`config.mk`:
```
export PLATFORM = sky130hd
export DESIGN_NAME = s_fold_misr
export DESIGN_NICKNAME = d
export VERILOG_FILES = /design/src/rtl/s_fold_misr.sv
export SDC_FILE = /design/constraint.sdc
export NUM_CORES = 1
export LEC_CHECK = 0
export ABC_AREA = 1
export CORE_ASPECT_RATIO = 0.6
export CORE_MARGIN = 8
export CORE_UTILIZATION = 51
export DETAILED_ROUTE_END_ITERATION = 10
export GPL_TIMING_DRIVEN = 1
export PLACE_DENSITY = 0.95
export SYNTH_ARGS = -nofsm -noshare
export SYNTH_HDL_FRONTEND = slang
export SYNTH_SLANG_ARGS = --single-unit
```
`constraint.sdc`:
```
create_clock -name clk -period 3.1 [get_ports clk]
set_input_delay 0.62 -clock clk [delete_from_list [all_inputs] [get_ports clk]]
set_output_delay 0.62 -clock clk [all_outputs]
set_load 0.005 [all_outputs]
```
`src/rtl/s_fold_misr.sv`:
```
// Dual-lane 8-bit MISR compactor for folded aa/bb byte pairs, one signature pair per NSAMP accepts.
// Optional macro S_FOLD_MISR_PAR_EN adds a registered parity bit (sig_par) over both signatures.
module s_fold_misr #(
  parameter int unsigned NSAMP = 16,
  parameter logic [7:0]  POLY  = 8'h1D,
  parameter logic [7:0]  SEED  = 8'hFF
) (
  input  logic       clk,
  input  logic       rst_n,
  input  logic       start,
  input  logic       in_valid,
  output logic       in_ready,
  input  logic [7:0] aa,
  input  logic [7:0] bb,
  output logic       sig_valid,
  input  logic       sig_ready,
  output logic [7:0] sig_aa,
  output logic [7:0] sig_bb,
  output logic       busy
`ifdef S_FOLD_MISR_PAR_EN
  ,
  output logic       sig_par
`endif
);

  localparam int unsigned CW = $clog2(NSAMP + 1);
  localparam logic [CW-1:0] LAST = CW'(NSAMP - 1);

  typedef enum logic [1:0] {
    IDLE = 2'd0,
    RUN  = 2'd1,
    DONE = 2'd2
  } state_t;

  state_t        state_q, state_d;
  logic [CW-1:0] cnt_q, cnt_d;
  logic [7:0]    saa_q, saa_d;
  logic [7:0]    sbb_q, sbb_d;
  logic          in_ready_q, in_ready_d;
  logic          sig_valid_q, sig_valid_d;
  logic          busy_q, busy_d;

  // Galois-style shift with x^8 implied, then fold in the new byte.
  function automatic logic [7:0] misr_step(input logic [7:0] sig, input logic [7:0] din);
    misr_step = {sig[6:0], 1'b0} ^ (sig[7] ? POLY : 8'h00) ^ din;
  endfunction

  always_comb begin
    state_d     = state_q;
    cnt_d       = cnt_q;
    saa_d       = saa_q;
    sbb_d       = sbb_q;
    in_ready_d  = in_ready_q;
    sig_valid_d = sig_valid_q;
    busy_d      = busy_q;
    case (state_q)
      IDLE: begin
        if (start) begin
          saa_d      = SEED;
          sbb_d      = SEED;
          cnt_d      = '0;
          in_ready_d = 1'b1;
          busy_d     = 1'b1;
          state_d    = RUN;
        end
      end
      RUN: begin
        if (in_valid && in_ready_q) begin
          saa_d = misr_step(saa_q, aa);
          sbb_d = misr_step(sbb_q, bb);
          cnt_d = cnt_q + 1'b1;
          if (cnt_q == LAST) begin
            in_ready_d  = 1'b0;
            sig_valid_d = 1'b1;
            state_d     = DONE;
          end
        end
      end
      DONE: begin
        // Signatures are left in place after the transfer; only the flags drop.
        if (sig_valid_q && sig_ready) begin
          sig_valid_d = 1'b0;
          busy_d      = 1'b0;
          state_d     = IDLE;
        end
      end
      default: begin
        in_ready_d  = 1'b0;
        sig_valid_d = 1'b0;
        busy_d      = 1'b0;
        state_d     = IDLE;
      end
    endcase
  end

  always_ff @(posedge clk or negedge rst_n) begin
    if (!rst_n) begin
      state_q     <= IDLE;
      cnt_q       <= '0;
      saa_q       <= 8'h00;
      sbb_q       <= 8'h00;
      in_ready_q  <= 1'b0;
      sig_valid_q <= 1'b0;
      busy_q      <= 1'b0;
    end else begin
      state_q     <= state_d;
      cnt_q       <= cnt_d;
      saa_q       <= saa_d;
      sbb_q       <= sbb_d;
      in_ready_q  <= in_ready_d;
      sig_valid_q <= sig_valid_d;
      busy_q      <= busy_d;
    end
  end

  assign in_ready  = in_ready_q;
  assign sig_valid = sig_valid_q;
  assign sig_aa    = saa_q;
  assign sig_bb    = sbb_q;
  assign busy      = busy_q;

`ifdef S_FOLD_MISR_PAR_EN
  logic par_q;

  always_ff @(posedge clk or negedge rst_n) begin
    if (!rst_n) begin
      par_q <= 1'b0;
    end else begin
      par_q <= ^{saa_d, sbb_d};
    end
  end

  assign sig_par = par_q;
`endif

endmodule

```
==> impl_metrics.json, run 1 <==
{
  "outcome": "completed",
  "syn2layout_area_growth_pct": 33.0,
  "cap_violations": 0,
  "dr.pass1.iters": 4,
  "synth.yosys.seq_area_share_pct": 46.0,
  "numCtsBuffers": 3,
  "finalCriticalPeriod_ns": 1.94,
  "post_dp_cell_area_mm2": 0.00183,
  "antenna_found_initial": 0,
  "numPortBuffers": 39,
  "crit_path_max_fanout": 7,
  "fin_area_mm2": 0.00188,
  "grt_max_degree": 27,
  "worstMarginPinSlew_ns": 0.501,
  "synthesis.yosys.warnings": 0,
  "ys_types": 21,
  "syn_nets": 203,
  "period_share_pct": 62.5,
  "ant_nets": 0,
  "grtUsageTotal_pct": 15.0,
  "wl_met2_um": 1490,
  "num_rows": 14,
  "post-dp-hpwl_um": 2610,
  "hp-class": "register to register",
  "routabilityCongestion": 0.950,
  "cp_top_family": "buffers and inverters",
  "vias_per_cell": 4.91,
  "antenna_cells": 0,
  "mappedNetlistArea_mm2": 0.00141,
  "synth_edf_count": 0,
  "postCtsHoldBufs": 0,
  "routed-via-count": 1247,
  "finalSetupViolCount": 0,
  "grt_pass1_vias": 1201,
  "drt_iter0_markers": 88,
  "die_h_um": 56.8,
  "slew_violations": 0,
  "topRoutingLayerUsed": "met4",
  "synth_top_area_share_pct": 46.0,
  "p_per_area_mw_per_mm2": 877,
  "yosys.area.top_type": "dfrtp_1",
  "path_class": "register to output port",
  "nets": 246,
  "cts_resized": 0,
  "avgSynthCellArea_um2": 7.85,
  "synth_commonest_cells": "nand2_1 (50), dfrtp_1 (26), inv_1 (23)",
  "rsz0062_at_grt": "false",
  "clk_path_buf_depth": 2,
  "p_leak_nw": 0.907,
  "required_ns": 2.48,
  "synthArstFlopShare_pct": 100,
  "critPathMaxStageDelay_ns": 0.56,
  "critPathCaptureType": "output port",
  "slew_headroom_pct": 66.5,
  "root_buffer": "clkbuf_8",
  "critical-path-slowest-cell": "clkdlybuf4s50_1",
  "clkTransAtPathRegs_ns": 0.09,
  "dieArea_mm2": 0.00477,
  "skew_ns": 0.00315,
  "peakVddDrop_mv": 0.515,
  "wl_met3_um": 264,
  "synth_area_leaders": "dfrtp_1 (46%), nand2_1 (13%), xnor2_1 (6.2%), inv_1 (6.1%), nand3_1 (6.0%)",
  "wl_per_cell_um": 13.7,
  "ios": 40,
  "worstSetupStartpointType": "register",
  "fin_setup_tns_ns": 0,
  "grt_pass1_wl_um": 5820,
  "coreArea_mm2": 0.00257,
  "cp_num_buf_inv": 1,
  "cts_tree": "done",
  "start_util_pct": 54.9,
  "synth_ff_type": "dfrtp_1",
  "synth.most_common_cell": "nand2_1",
  "path_cells": "clkdlybuf4s50_1",
  "hold-worst-slack_ns": 0.509,
  "wirelength_um": 3470,
  "postCtsSetupRepairBufs": 0,
  "clk_latency_ns": 0.27,
  "ys_ff_latch": 26,
  "drive_gt1_share_pct": 7.66,
  "syn_inst": 180,
  "die_w_um": 84.0,
  "numClockSinks": 26,
  "timing.fmax_ghz": 0.516,
  "final_hold_viol_count": 0,
  "crit_arrival_ns": 1.32,
  "htreeDepth": 1,
  "drt-met1-wl_um": 1690,
  "drc": 0,
  "overflow": 0
}
kinds of logic after synthesis:
kind of cell | count (synthesis) | synth area share, %
buffers and inverters | 27 | 8.50
and+or+nand+nor | 95 | 29.0
adders and majority gates | 2 | 1.77
xor gates and xnor gates | 11 | 6.81
DFF | 26 | 46.0
AOI/OAI and AO/OA | 19 | 7.88
cell type report:
cell class | instances | area [um^2]
fillers | 186 | 694
flip-flops and latches | 26 | 651
multi-input cells | 127 | 643
repair buffers | 40 | 398
inverters | 25 | 93.8
clock buffers | 4 | 55.1
well taps | 32 | 40.0
metrics by stage:
step | setup WS [ns] | utilization, % | power (mW) | cells
after floorplan | 1.73 | - | 1.10 | 180
after global placement | 1.12 | 70.9 | 1.39 | 250
after detailed placement | 1.07 | 70.9 | 1.43 | 250
after CTS | 1.16 | 73.0 | 1.66 | 254
after global routing | 1.06 | 73.0 | 1.80 | 254
final | 1.16 | 73.0 | 1.65 | 254
worst paths after layout:
check / start / end / slack [ns] / depth (start not counted)
max in group asynchronous: rst_n / sig_aa[6] / 2.15 / 2
min reg2reg: busy / busy / 0.51 / 2
max reg2reg: cnt_q[0] / sig_valid / 1.53 / 9
min: busy / busy / 0.51 / 2
min in group asynchronous: rst_n / state_q[0] / 0.70 / 2
max: sig_aa[7] / sig_aa[7] / 1.16 / 1
layout by cell type, fill, tap and decap left out, drive strengths merged, types with 2 or more instances in the layout:
cell	count
nand2	53
clkdlybuf4s50	39
dfrtp	26
inv	25
nor2	24
nand3	17
a21oi	14
xnor2	10
clkbuf	4
o21ai	4
ha	2
where the power goes:
part           switching [mW]  total (mW)  internal, mW  leakage, nW
Sequential              0.140       0.610         0.470        0.291
Combinational           0.426       0.817         0.391        0.587
Clock                   0.108       0.222         0.114       0.0288
state kept, by name (all words and copies together) (netlist names):
register	flops
cnt_q	5
sig_bb	8
in_ready	1
busy	1
sig_valid	1
state_q	2
sig_aa	8
metal layers:
layer	up-vias	track usage (%)
met5	-	0
met4	0	4.16
met3	4	7.05
met2	39	21.6
met1	563	19.5
li1	641	-
No activity file was read; power rests on OpenSTA's default activity.
==> run 2, diff against run 1 <==
--- a/config.mk
+++ b/config.mk
@@ -8,10 +8,10 @@
 export ABC_AREA = 1
 export CORE_ASPECT_RATIO = 0.6
 export CORE_MARGIN = 8
-export CORE_UTILIZATION = 51
+export CORE_UTILIZATION = 42
 export DETAILED_ROUTE_END_ITERATION = 10
 export GPL_TIMING_DRIVEN = 1
-export PLACE_DENSITY = 0.95
+export PLACE_DENSITY = 0.87
 export SYNTH_ARGS = -nofsm -noshare
 export SYNTH_HDL_FRONTEND = slang
 export SYNTH_SLANG_ARGS = --single-unit
==> constraint.sdc (replaced) <==
create_clock -name clk -period 1.6 [get_ports clk]
set_input_delay 0.32 -clock clk [delete_from_list [all_inputs] [get_ports clk]]
set_output_delay 0.32 -clock clk [all_outputs]
set_load 0.005 [all_outputs]
==> impl_metrics.json, run 2 (synthesis results as in run 1) <==
{
  "p_sw_mw": 1.31,
  "sw_frac_of_total_pct": 38.5,
  "rsz0062_at_grt": "false",
  "period_share_pct": 97.1,
  "clk_path_buf_depth": 2,
  "num_rows": 16,
  "post_dp_cell_area_mm2": 0.00188,
  "final_hold_viol_count": 0,
  "critical-path-slowest-cell": "clkdlybuf4s50_1",
  "start_util_pct": 43.6,
  "clkTransAtPathRegs_ns": 0.10,
  "finalCriticalPeriod_ns": 1.55,
  "antenna_cells": 0,
  "post-dp-hpwl_um": 2620,
  "crit_path_max_fanout": 3,
  "dieArea_mm2": 0.00554,
  "numPortBuffers": 39,
  "finalSetupViolCount": 0,
  "required_ns": 1.28,
  "slew_violations": 0,
  "antenna_found_initial": 0,
  "crit_arrival_ns": 1.23,
  "layout_common_cells": "nand2_1 (50), clkdlybuf4s50_1 (39), dfrtp_1 (25)",
  "clk_latency_ns": 0.27,
  "hp-class": "primary input to asynchronous set/reset pin",
  "dr.pass1.iters": 6,
  "numClockSinks": 26,
  "die_w_um": 90.9,
  "cp_num_buf_inv": 1,
  "grt_pass1_vias": 1261,
  "grtUsageTotal_pct": 12.6,
  "drive_gt1_share_pct": 10.5,
  "routabilityCongestion": 0.801,
  "p_leak_nw": 0.945,
  "peakVddDrop_mv": 1.05,
  "overflow": 0,
  "worstSetupStartpointType": "register",
  "htreeDepth": 1,
  "cts_tree": "done",
  "power.share.clock_pct": 16.0,
  "ios": 40,
  "utilization_pct": 60.8,
  "combPwrFrac_pct": 50.5,
  "vias_per_cell": 4.64,
  "drc": 0,
  "wl_per_cell_um": 12.5,
  "p_per_area_mw_per_mm2": 1730,
  "routed-via-count": 1266,
  "fin_area_mm2": 0.00197,
  "path_class": "register to output port",
  "drt_iter0_markers": 47,
  "syn2layout_area_growth_pct": 39.5,
  "outcome": "completed",
  "p_int_mw": 2.10,
  "skew_ns": 0.00810,
  "ant_nets": 0,
  "path_cells": "clkdlybuf4s50_1",
  "timing.fmax_ghz": 0.643,
  "cp_top_family": "buffers and inverters",
  "coreArea_mm2": 0.00324,
  "wirelength_um": 3420,
  "worstMarginPinSlew_ns": 0.327,
  "power_frac_seq_pct": 33.5,
  "nets": 252,
  "critPathCaptureType": "output port",
  "critPathMaxStageDelay_ns": 0.54,
  "layout_commonest_cell": "nand2_1",
  "grt_pass1_wl_um": 5730,
  "numCtsBuffers": 3,
  "root_buffer": "clkbuf_8",
  "slew_headroom_pct": 78.2,
  "die_h_um": 60.9,
  "cap_violations": 0,
  "grt_max_degree": 27
}
-- run 2: power by group through the flow --
| stage | Clock [mW] | Combinational, mW | Sequential, mW |
|---|---|---|---|
| after global placement | 0 | 1.63 | 1.16 |
| after global routing | 0.581 | 1.94 | 1.18 |
| final | 0.546 | 1.72 | 1.14 |
| after floorplan | 0 | 0.971 | 1.16 |
| after detailed placement | 0 | 1.69 | 1.16 |
| after CTS | 0.555 | 1.71 | 1.15 |
-- run 2: metrics by stage --
stage	setup TNS [ns]	setup slack [ns]	std cells	hold WS (ns)	power (mW)
floorplan	0	0.271	180	0.0244	2.13
global placement	0	0.0384	267	0.466	2.79
detailed placement	-0.0391	-0.0157	267	0.468	2.85
CTS	0	0.0219	271	0.407	3.42
global route	0	0.00123	273	0.435	3.70
finish	0	0.0459	273	0.398	3.41
-- run 2: timing repair --
item	4_1_cts	5_1_grt
hold buffers	0	0
setup buffers	0	2
pin swaps	0	0
gates resized for setup	1	1
endpoints found under the setup margin	1	3
-- run 2: worst paths after layout --
kind | slack, ns | depth (start not counted) | from | to
min in group clk | 0.50 | 2 | busy | busy
max | 0.05 | 1 | sig_aa[5] | sig_aa[5]
max in group asynchronous | 0.92 | 2 | rst_n | sig_bb[7]
max reg2reg | 0.15 | 9 | cnt_q[1] | in_ready
min reg2reg | 0.50 | 2 | busy | busy
min | 0.40 | 2 | rst_n | in_ready
-- run 2: area by class of cell --
cell class / instances / area [um^2]
repair buffers: 46 / 455
well taps: 45 / 56.3
flip-flops and latches: 26 / 652
multi-input cells: 127 / 643
inverters: 25 / 93.8
clock inverters: 1 / 30.0
clock buffers: 3 / 41.3
fillers: 307 / 1270
-- run 2: routing by layer --
metal  wire (um)  share of wire (%)  vias up  GRT usage, %
met4          24               0.70        0          2.08
met5           0                  0        -             0
met3         246                7.2        4          5.31
li1            -                  -      660             -
met1        1690                 49      569          15.8
met2        1460                 43       33          20.4
